===== src/rtl/instrreq_pkg.sv =====
// Shared constants and helpers for the instruction-fetch request engine.
package instrreq_pkg;

    localparam int XLEN_DFLT     = 32;
    localparam int BUS_LEN_DFLT  = 2;
    localparam int FETCH_MAX_OUT = 2;

    // Bits needed to count 0..n inclusive.
    function automatic int cnt_bits(input int n);
        return (n < 1) ? 1 : $clog2(n + 1);
    endfunction

    // Byte-offset bits inside one fetch line of bus_len 32-bit words.
    function automatic int line_off_bits(input int bus_len);
        return $clog2(bus_len) + 2;
    endfunction

endpackage


===== src/rtl/instr_skid_fifo.sv =====
// Skid FIFO holding returned fetch lines; synchronous flush wins over push.
module instr_skid_fifo
    import instrreq_pkg::*;
#(
    parameter int DEPTH = FETCH_MAX_OUT,
    parameter int WIDTH = 64,
    parameter int CNT_W = cnt_bits(DEPTH)
) (
    input  logic             clk,
    input  logic             rst,
    input  logic             push,
    input  logic             pop,
    input  logic             flush,
    input  logic [WIDTH-1:0] din,
    output logic [WIDTH-1:0] dout,
    output logic [CNT_W-1:0] cnt,
    output logic             empty
);

    localparam int PTR_W = (DEPTH > 1) ? $clog2(DEPTH) : 1;

    logic [WIDTH-1:0] mem [DEPTH];
    logic [PTR_W-1:0] rd_ptr;
    logic [PTR_W-1:0] wr_ptr;
    logic [CNT_W-1:0] cnt_q;

    function automatic logic [PTR_W-1:0] next_ptr(input logic [PTR_W-1:0] p);
        return (p == PTR_W'(DEPTH - 1)) ? '0 : p + PTR_W'(1);
    endfunction

    always_ff @(posedge clk or negedge rst) begin
        if (!rst) begin
            rd_ptr <= '0;
            wr_ptr <= '0;
            cnt_q  <= '0;
        end else if (flush) begin
            rd_ptr <= '0;
            wr_ptr <= '0;
            cnt_q  <= '0;
        end else begin
            if (push) wr_ptr <= next_ptr(wr_ptr);
            if (pop)  rd_ptr <= next_ptr(rd_ptr);
            cnt_q <= cnt_q + CNT_W'(push) - CNT_W'(pop);
        end
    end

    // Line storage carries no reset; only the pointers define what is valid.
    always_ff @(posedge clk) begin
        if (push && !flush) mem[wr_ptr] <= din;
    end

    assign dout  = mem[rd_ptr];
    assign cnt   = cnt_q;
    assign empty = (cnt_q == '0);

endmodule


===== src/rtl/instrreq.sv =====
// Instruction-fetch request engine: redirects -> line-aligned imem reads -> fetch lines.
// Optional INSTR_SKID_BYPASS_EN: fresh response into an empty FIFO is delivered same cycle.
module instrreq
    import instrreq_pkg::*;
#(
    parameter int              XLEN     = XLEN_DFLT,
    parameter int              BUS_LEN  = BUS_LEN_DFLT,
    parameter int              BUS_WID  = BUS_LEN * XLEN,
    parameter int              MAX_OUT  = FETCH_MAX_OUT,
    parameter logic [XLEN-1:0] RESET_PC = '0
) (
    input  logic               clk,
    input  logic               rst,
    input  logic               sys_jump_vld,
    input  logic [XLEN-1:0]    sys_jump_pc,
    input  logic               buffer_free,
    output logic               jump_vld,
    output logic [XLEN-1:0]    jump_pc,
    output logic               line_vld,
    output logic [BUS_WID-1:0] line_data,
    output logic               imem_req,
    output logic [XLEN-1:0]    imem_addr,
    input  logic               imem_rdy,
    input  logic               imem_resp,
    input  logic [BUS_WID-1:0] imem_rdata
);

    localparam int              OFF_W     = line_off_bits(BUS_LEN);
    localparam int              CNT_W     = cnt_bits(MAX_OUT);
    localparam int              SUM_W     = CNT_W + 1;
    localparam logic [XLEN-1:0] LINE_MASK = {XLEN{1'b1}} << OFF_W;
    localparam logic [XLEN-1:0] LINE_STEP = XLEN'(BUS_LEN * 4);

    logic [XLEN-1:0]    fetch_addr;
    logic [CNT_W-1:0]   out_cnt;
    logic [CNT_W-1:0]   drop_cnt;
    logic [CNT_W-1:0]   fifo_cnt;
    logic               fifo_empty;
    logic [BUS_WID-1:0] fifo_head;
    logic               accept;
    logic               fresh;
    logic               fifo_line;
    logic               bypass;
    logic               push;

    // A response is stale while old requests remain or when a redirect lands with it.
    assign fresh     = imem_resp & (drop_cnt == '0) & !sys_jump_vld;
    assign imem_req  = rst & !sys_jump_vld
                     & ((SUM_W'(out_cnt) + SUM_W'(fifo_cnt)) < SUM_W'(MAX_OUT));
    assign imem_addr = fetch_addr;
    assign accept    = imem_req & imem_rdy;
    assign fifo_line = !fifo_empty & buffer_free & !jump_vld;

`ifdef INSTR_SKID_BYPASS_EN
    assign bypass    = fresh & fifo_empty & buffer_free & !jump_vld;
    assign line_vld  = fifo_line | bypass;
    assign line_data = bypass ? imem_rdata : (fifo_line ? fifo_head : '0);
`else
    assign bypass    = 1'b0;
    assign line_vld  = fifo_line;
    assign line_data = fifo_line ? fifo_head : '0;
`endif

    assign push = fresh & !bypass;

    instr_skid_fifo #(
        .DEPTH (MAX_OUT),
        .WIDTH (BUS_WID),
        .CNT_W (CNT_W)
    ) u_fifo (
        .clk   (clk),
        .rst   (rst),
        .push  (push),
        .pop   (fifo_line),
        .flush (sys_jump_vld),
        .din   (imem_rdata),
        .dout  (fifo_head),
        .cnt   (fifo_cnt),
        .empty (fifo_empty)
    );

    // jump_vld resets high so the downstream buffer is pointed at RESET_PC on release.
    always_ff @(posedge clk or negedge rst) begin
        if (!rst) begin
            fetch_addr <= RESET_PC & LINE_MASK;
            out_cnt    <= '0;
            drop_cnt   <= '0;
            jump_vld   <= 1'b1;
            jump_pc    <= RESET_PC;
        end else begin
            jump_vld <= sys_jump_vld;
            out_cnt  <= out_cnt + CNT_W'(accept) - CNT_W'(imem_resp);
            if (sys_jump_vld) begin
                jump_pc    <= sys_jump_pc;
                fetch_addr <= sys_jump_pc & LINE_MASK;
                drop_cnt   <= out_cnt - CNT_W'(imem_resp);
            end else begin
                if (accept) fetch_addr <= fetch_addr + LINE_STEP;
                if (imem_resp && drop_cnt != '0) drop_cnt <= drop_cnt - CNT_W'(1);
            end
        end
    end

endmodule


===== config.mk =====
export PLATFORM = sky130hd
export DESIGN_NAME = instrreq
export DESIGN_NICKNAME = d
export VERILOG_FILES = /design/src/rtl/instrreq_pkg.sv /design/src/rtl/instr_skid_fifo.sv /design/src/rtl/instrreq.sv
export SDC_FILE = /design/constraint.sdc
export NUM_CORES = 1
export LEC_CHECK = 0
export ABC_CLOCK_PERIOD_IN_PS = 5800
export BUFFER_PORTS_ARGS = -buffer_cell sky130_fd_sc_hd__clkbuf_2
export CORE_MARGIN = 4
export CORE_UTILIZATION = 41
export CTS_CLUSTER_DIAMETER = 100
export DETAILED_ROUTE_END_ITERATION = 10
export MAX_ROUTING_LAYER = met4
export PLACE_DENSITY = 0.71
export SLEW_MARGIN = 25
export SYNTH_ARGS = -nofsm -noshare
export SYNTH_HDL_FRONTEND = slang
export SYNTH_SLANG_ARGS = --single-unit
export TNS_END_PERCENT = 1

===== constraint.sdc =====
create_clock -name clk -period 5.8 [get_ports clk]
set_input_delay 0.29 -clock clk [delete_from_list [all_inputs] [get_ports clk]]
set_output_delay 0.29 -clock clk [all_outputs]
set_load 0.005 [all_outputs]

After elaboration in Yosys (flattened, before gate mapping)
Memories as Yosys holds them, arrays and structs flattened.
Cells that the tools add are included.
- flip-flop bits (word level): 73
- bits in latches: 0
- RAM bits: 128
- ROM bits: 0
- bits of input ports: 102
- output and inout port bits: 131
- memories kept: 1
- memory list (name ; words ; width ; read ports ; clocked after memory_dff ; write ports ; RTL line ; text):
    u_fifo.mem ; 2 ; 64 ; 1 ; 0 ; 1 ; instr_skid_fifo.sv:22 ; logic [WIDTH-1:0] mem [DEPTH];
- $add $sub $neg: 10
- $mul: 0
- divide/modulo/power cells: 0
- $lt $le $gt $ge: 1
- equality and inequality tests: 0
- shift-type cells: 0
- multiplexer cells: 14
- bitwise gates (word level): 7
- reduce and logical (&&, ||, !) cells: 12
- operator list (cell ; number):
    2-to-1 mux 32 bit ; 2
    2-to-1 mux 64 bit ; 1
    adder 32 x 4 -> 32 bit, second input constant ; 1
    nonzero test 2 bit ; 5
    2-to-1 mux 1 bit ; 8
    bitwise AND 1 bit ; 7
    2-to-1 mux 2 bit ; 3
    subtractor 2 x 1 -> 2 bit ; 3
    adder 2 x 1 -> 2 bit ; 2
    logical NOT 2 bit ; 2
    adder 2 x 2 -> 3 bit ; 1
    logical NOT 1 bit ; 3
    < comparator 3 x 2 -> 1 bit, second input constant ; 1
    adder 1 bit, second input constant ; 2
    logical AND 1 bit ; 2
    subtractor 2 x 1 -> 2 bit, second input constant ; 1

Logic depth before layout (Yosys ltp)
- word-level depth: 6
- gate-level depth with buffers: 12
- depth with buffers taken out: 11

Hierarchy
From an unflattened synthesis, not the netlist that was laid out.
- cells, all modules: 624
- area, all modules: 8675.8 um2
- by module, submodules not included (module ; instances ; cells an instance ; area each (um2) ; seq. area each (um2)):
    instr_skid_fifo ; 1 ; 217 ; 5034.8 ; 3943.8
    instrreq ; 1 ; 407 ; 3641.0 ; 1652.8

Worst setup path after synthesis
Ideal clock, no wire load.
- kind: in2reg
- from: in sys_jump_vld
- to: mem u_fifo.mem[0][0], enable pin
- setup time: 0.565 ns
- arrival time: 5.080 ns
- required time: 5.235 ns
- path slack: 0.155 ns
- stages on the path: 3
- buffers on the path: 2
- cell sequence: clkbuf_1 -> clkbuf_1 -> nor3_1
- word-level cells in the longest chain between the ends: 5
- RTL lines (what ; RTL line ; text):
    from (decl) ; instrreq.sv:14 ; input logic sys_jump_vld,
    logical NOT 1 bit (*) ; instr_skid_fifo.sv:49, instrreq.sv:47 ;
    bitwise AND 1 bit ; instrreq.sv:47 ; assign fresh = imem_resp & (drop_cnt == '0) & !sys_jump_vld;
    logical AND 1 bit (*) ; instr_skid_fifo.sv:49 ; if (push && !flush) mem[wr_ptr] <= din;
    2-to-1 mux 1 bit (*) ; instr_skid_fifo.sv:49 ;
    2-to-1 mux 1 bit (implied by the code) (*) ; instr_skid_fifo.sv:49 ;
    to (decl) ; instr_skid_fifo.sv:22 ;
Mark *: on every way between the ends. The rest lies on a longest branch, timed or not.

Final worst setup path
- from: reg out_cnt[0]
- to: reg out_cnt[1]
- word-level cells in the longest chain between the ends: 6
- RTL lines (what ; RTL line ; text):
    from (decl) ; instrreq.sv:35 ; logic [CNT_W-1:0] out_cnt;
    from (signal assigned) ; instrreq.sv:92 ; out_cnt <= out_cnt + CNT_W'(accept) - CNT_W'(imem_resp);
    adder 2 x 2 -> 3 bit ; instrreq.sv:49 ; & ((SUM_W'(out_cnt) + SUM_W'(fifo_cnt)) < SUM_W'(MAX_OUT));
    < comparator 3 x 2 -> 1 bit ; instrreq.sv:49 ;
    bitwise AND 1 bit ; instrreq.sv:49 ;
    bitwise AND 1 bit ; instrreq.sv:51 ; assign accept = imem_req & imem_rdy;
    adder 2 x 1 -> 2 bit (*) ; instrreq.sv:92 ;
    subtractor 2 x 1 -> 2 bit (*) ; instrreq.sv:92 ;
Marks and branches as above.
A chain may end at the register's enable or synchronous reset.

==> flow_metrics.py <==
metrics = {
    "worst_setup_path": {
        "worstSetupEndpointType": "register",
        "startpoint_type": "register",
        "worst_r2r_startpoint": "out_cnt[0]",
        "worstSetupPathType": "reg2reg",
        "crit_required_ps": 6140,
        "setup.reg_to_reg.worst_slack_ps": 2430,
        "worstReg2RegEnd": "out_cnt[1]",
        "worstPathArrival_ps": 3720,
        "worstRegToRegCells": 11,
        "path_max_fanout": 25,
    },
    "sta": {
        "fmax_achieved_mhz": 296,
        "fin_ws_ps": 2430,
        "setup_viol": 0,
        "hold_viol_final": 26,
        "finClkSkew_ps": 12.0,
        "slew_violations": 0,
        "hold_slack_ps": -26.3,
        "rsz_0062_raised_after_global_routing": "false",
        "worst_slew_pin_slew_ps": 895,
        "tns_ps": 0,
        "remaining_max_slew_budget_at_the_tightest_pin_pct": 40.3,
        "timing.final.crit_share_pct": 58.2,
        "layout_min_cycle_time_ps": 3370,
    },
    "drt": {
        "total_routed_length_um": 18700,
        "drtIter0Drc": 264,
        "post-route-drc-count": 0,
        "via_per_inst": 5.01,
        "wl_per_cell_um": 16.5,
        "vias": 5681,
        "drt-pass1-iter-count": 5,
        "drtAntennaViolNets": 0,
    },
    "status": {
        "failed_checks": "negative hold slack",
        "outcome": "finished, violations left",
    },
    "cells_and_area": {
        "final_cell_count_no_fill": 1133,
        "synthToLayoutAreaGrowth_pct": 24.7,
        "fillers": 1683,
        "num-nets-final": 964,
        "final_layout_size_suffix_gt1_share_pct": 33.0,
    },
    "logic_synthesis": {
        "synth_fa_ha_area_share_pct": 1.31,
        "synth_enable_flop_cells": 128,
        "synth_cell_types": 45,
        "async_flop_share_pct": 35.4,
        "synth.yosys.warnings": 0,
        "synth_area_per_cell_um2": 13.0,
        "seq_area_frac_synth_pct": 68.2,
        "yosys_register_bits": 198,
        "synthSimpleGateAreaFrac_pct": 10.6,
        "ys_dominant_reg_cell": "sky130_fd_sc_hd__edfxtp_1",
        "synth_compound_area_share_pct": 6.54,
        "muxShareOfSynthArea_pct": 8.62,
        "synth_top_family_by_area": "simple AND/OR/NAND/NOR gates",
        "netlist_instances": 630,
        "synth_xor_area_share_pct": 1.07,
        "synth_area_mm2": 0.00821,
    },
    "placement": {
        "placed_cells": 1100,
        "port_buffers": 229,
        "placement.setup.worst_slack_ps": 2340,
        "routabilityCongestion": 0.792,
        "detailedPlacementHpwl_um": 13000,
    },
    "clock_network": {
        "post_cts_repair_timing_setup_buffer_count": 0,
        "clock_sink_count": 198,
        "cts_inserted_buffers": 17,
        "cts_tree": "done",
        "buffer_levels_on_the_longest_clock_path": 2,
        "post_cts_resized": 0,
        "root_buffer": "sky130_fd_sc_hd__clkbuf_16",
        "ctsHoldBuffers": 0,
        "cts.htree.levels": 4,
        "clock_latency_at_the_later_pin_of_the_worst_skew_pair_ps": 430,
        "clkSlewWorstSetupHoldPaths_ps": 90,
    },
    "power_and_ir_drop": {
        "share_clk_of_total_power_pct": 35.2,
        "powerDensity_mw_per_mm2": 330,
        "switching_share_of_power_pct": 27.9,
        "p_int_uw": 2430,
        "net-switching-power_uw": 941,
        "ir_worst_vdd_uv": 203,
        "cellLeakagePower_uw": 0.00423,
        "share_comb_of_total_power_pct": 13.8,
        "power.share.sequential_pct": 51.0,
    },
    "floorplan": {
        "floorplan.core_area_mm2": 0.0196,
        "y_dimension_of_the_die_um": 149,
        "die_area_mm2": 0.0223,
        "io-pin-count": 233,
        "floorplan.initialDensity_pct": 41.9,
        "die_width_um": 149,
        "floorplan.rows": 51,
    },
    "global_route": {
        "via_count_of_the_first_global_routing_pass": 5725,
        "grt_pass1_wl_um": 29100,
        "initial_antenna_violation_count": 1,
        "grt-ovfl-total": 0,
        "groute.usage.overall_pct": 17.1,
        "grt_start_max_net_pins": 76,
    },
    "job": {
        "maxCapViolCount": 0,
    },
    "min_path": {
        "hold_class": "in2async",
    },
}
[worst max path at each step]
| stage | startpoint | end | slack (ps) |
|---|---|---|---|
| after CTS | u_fifo.cnt[0] | out_cnt[1] | 2430 |
| after floorplan | sys_jump_vld | u_fifo.mem[0][0] | 160 |
| after detailed placement | rst | out_cnt[1] | 2340 |
| final | out_cnt[0] | out_cnt[1] | 2430 |
| after global routing | out_cnt[0] | out_cnt[1] | 2180 |
| after global placement | rst | out_cnt[1] | 2480 |
[flip-flops by register name, summed over array words and instances, names as in the netlist]
name and cells:
u_fifo.mem 128, drop_cnt 2, jump_vld 1, u_fifo.wr_ptr 1
imem_addr 29, u_fifo.cnt 2, jump_pc 32, out_cnt 2
u_fifo.rd_ptr 1
[power by group through the flow]
stage	logic (uW)	registers, uW	clock network (uW)
6_report	465	1720	1190
3_3_place_gp	460	1740	0
4_1_cts	476	1720	1220
5_1_grt	524	1740	1280
2_1_floorplan	278	1740	0
3_5_place_dp	473	1750	0
[per-layer routing]
| metal | wire length [um] | track usage (%) |
|---|---|---|
| met1 | 7510 | 20.0 |
| met2 | 9090 | 28.3 |
| met3 | 1760 | 5.42 |
| met4 | 374 | 5.58 |
| met5 | 0 | - |
[kinds of logic after synthesis]
| logic type | after synthesis |
|---|---|
| xor+xnor | 10 |
| fa+ha+maj | 8 |
| flops | 198 |
| buf+inv | 73 |
| compound gates | 87 |
| mux | 70 |
| simple gates | 183 |
| other cells | 1 |
[cells in the final DEF (no fill, tap or decap), types with 4 or more instances in the layout]
cell                        instances
sky130_fd_sc_hd__mux2i_1           65
sky130_fd_sc_hd__dfrtp_1           68
sky130_fd_sc_hd__mux2_2             5
sky130_fd_sc_hd__o211ai_1          15
sky130_fd_sc_hd__edfxtp_1         128
sky130_fd_sc_hd__inv_1             40
sky130_fd_sc_hd__clkbuf_16         17
sky130_fd_sc_hd__o311ai_0          10
sky130_fd_sc_hd__clkinv_8           4
sky130_fd_sc_hd__ha_1               7
sky130_fd_sc_hd__nand3_1           17
sky130_fd_sc_hd__nand2_1           46
sky130_fd_sc_hd__inv_8              7
sky130_fd_sc_hd__nor2_1            80
sky130_fd_sc_hd__clkbuf_2         228
sky130_fd_sc_hd__xor2_1             5
sky130_fd_sc_hd__xnor2_1            5
sky130_fd_sc_hd__a21oi_1            6
sky130_fd_sc_hd__o21ai_0           46
sky130_fd_sc_hd__buf_4              8
sky130_fd_sc_hd__nand4_1            8
sky130_fd_sc_hd__and3_1             7
[Yosys cell counts, drive strengths merged, types with 2 or more instances]
cell,instances,area [um2]
nand2,46,173
mux2i,65,651
and3,7,43.8
or2,2,12.5
inv,40,150
nand4,8,50.1
and4,3,26.3
xnor2,5,43.8
xor2,5,43.8
edfxtp,128,3840
o211ai,15,113
ha,7,87.6
buf,17,83.8
nor2,81,304
o21ai,46,230
nor3,3,15.0
o311ai,10,87.6
nand3,19,113
or4,3,22.5
mux2,5,56.3
clkbuf,16,60.1
a41oi,3,26.3
a21oi,6,30.0
and2,3,18.8
dfrtp,69,1730
a31oi,3,18.8
[through the flow]
stage               utilization [%]  power (uW)  area (um2)
global placement               49.1        2200        9610
finish                         52.2        3370       10200
global route                   52.2        3550       10200
detailed placement             49.1        2220        9610
floorplan                         -        2020        8210
CTS                            52.2        3420       10200
[cell type report]
| type | count | area, um2 | area share (%) |
|---|---|---|---|
| antenna | 1 | 2.50 | 0.0245 |
| clock buffer | 17 | 425 | 4.16 |
| clock inverter | 15 | 186 | 1.82 |
| inverter | 40 | 150 | 1.47 |
| multi-input combinational | 361 | 2330 | 22.8 |
| sequential | 198 | 5600 | 54.8 |
| tap | 265 | 332 | 3.24 |
| timing repair buffer | 236 | 1200 | 11.7 |
[worst max-delay path, stage by stage, from the launching register on]
cell and delay, ps:
sky130_fd_sc_hd__dfrtp_1 390, sky130_fd_sc_hd__inv_1 80, sky130_fd_sc_hd__nor2_1 50, sky130_fd_sc_hd__fa_1 480, sky130_fd_sc_hd__nor4b_4 340, sky130_fd_sc_hd__and2_1 500, sky130_fd_sc_hd__inv_1 500, sky130_fd_sc_hd__ha_1 440
sky130_fd_sc_hd__inv_1 40, sky130_fd_sc_hd__ha_1 170, sky130_fd_sc_hd__xnor2_1 160, sky130_fd_sc_hd__xnor2_1 140
Note: power is estimated with default switching activity, not from simulation.
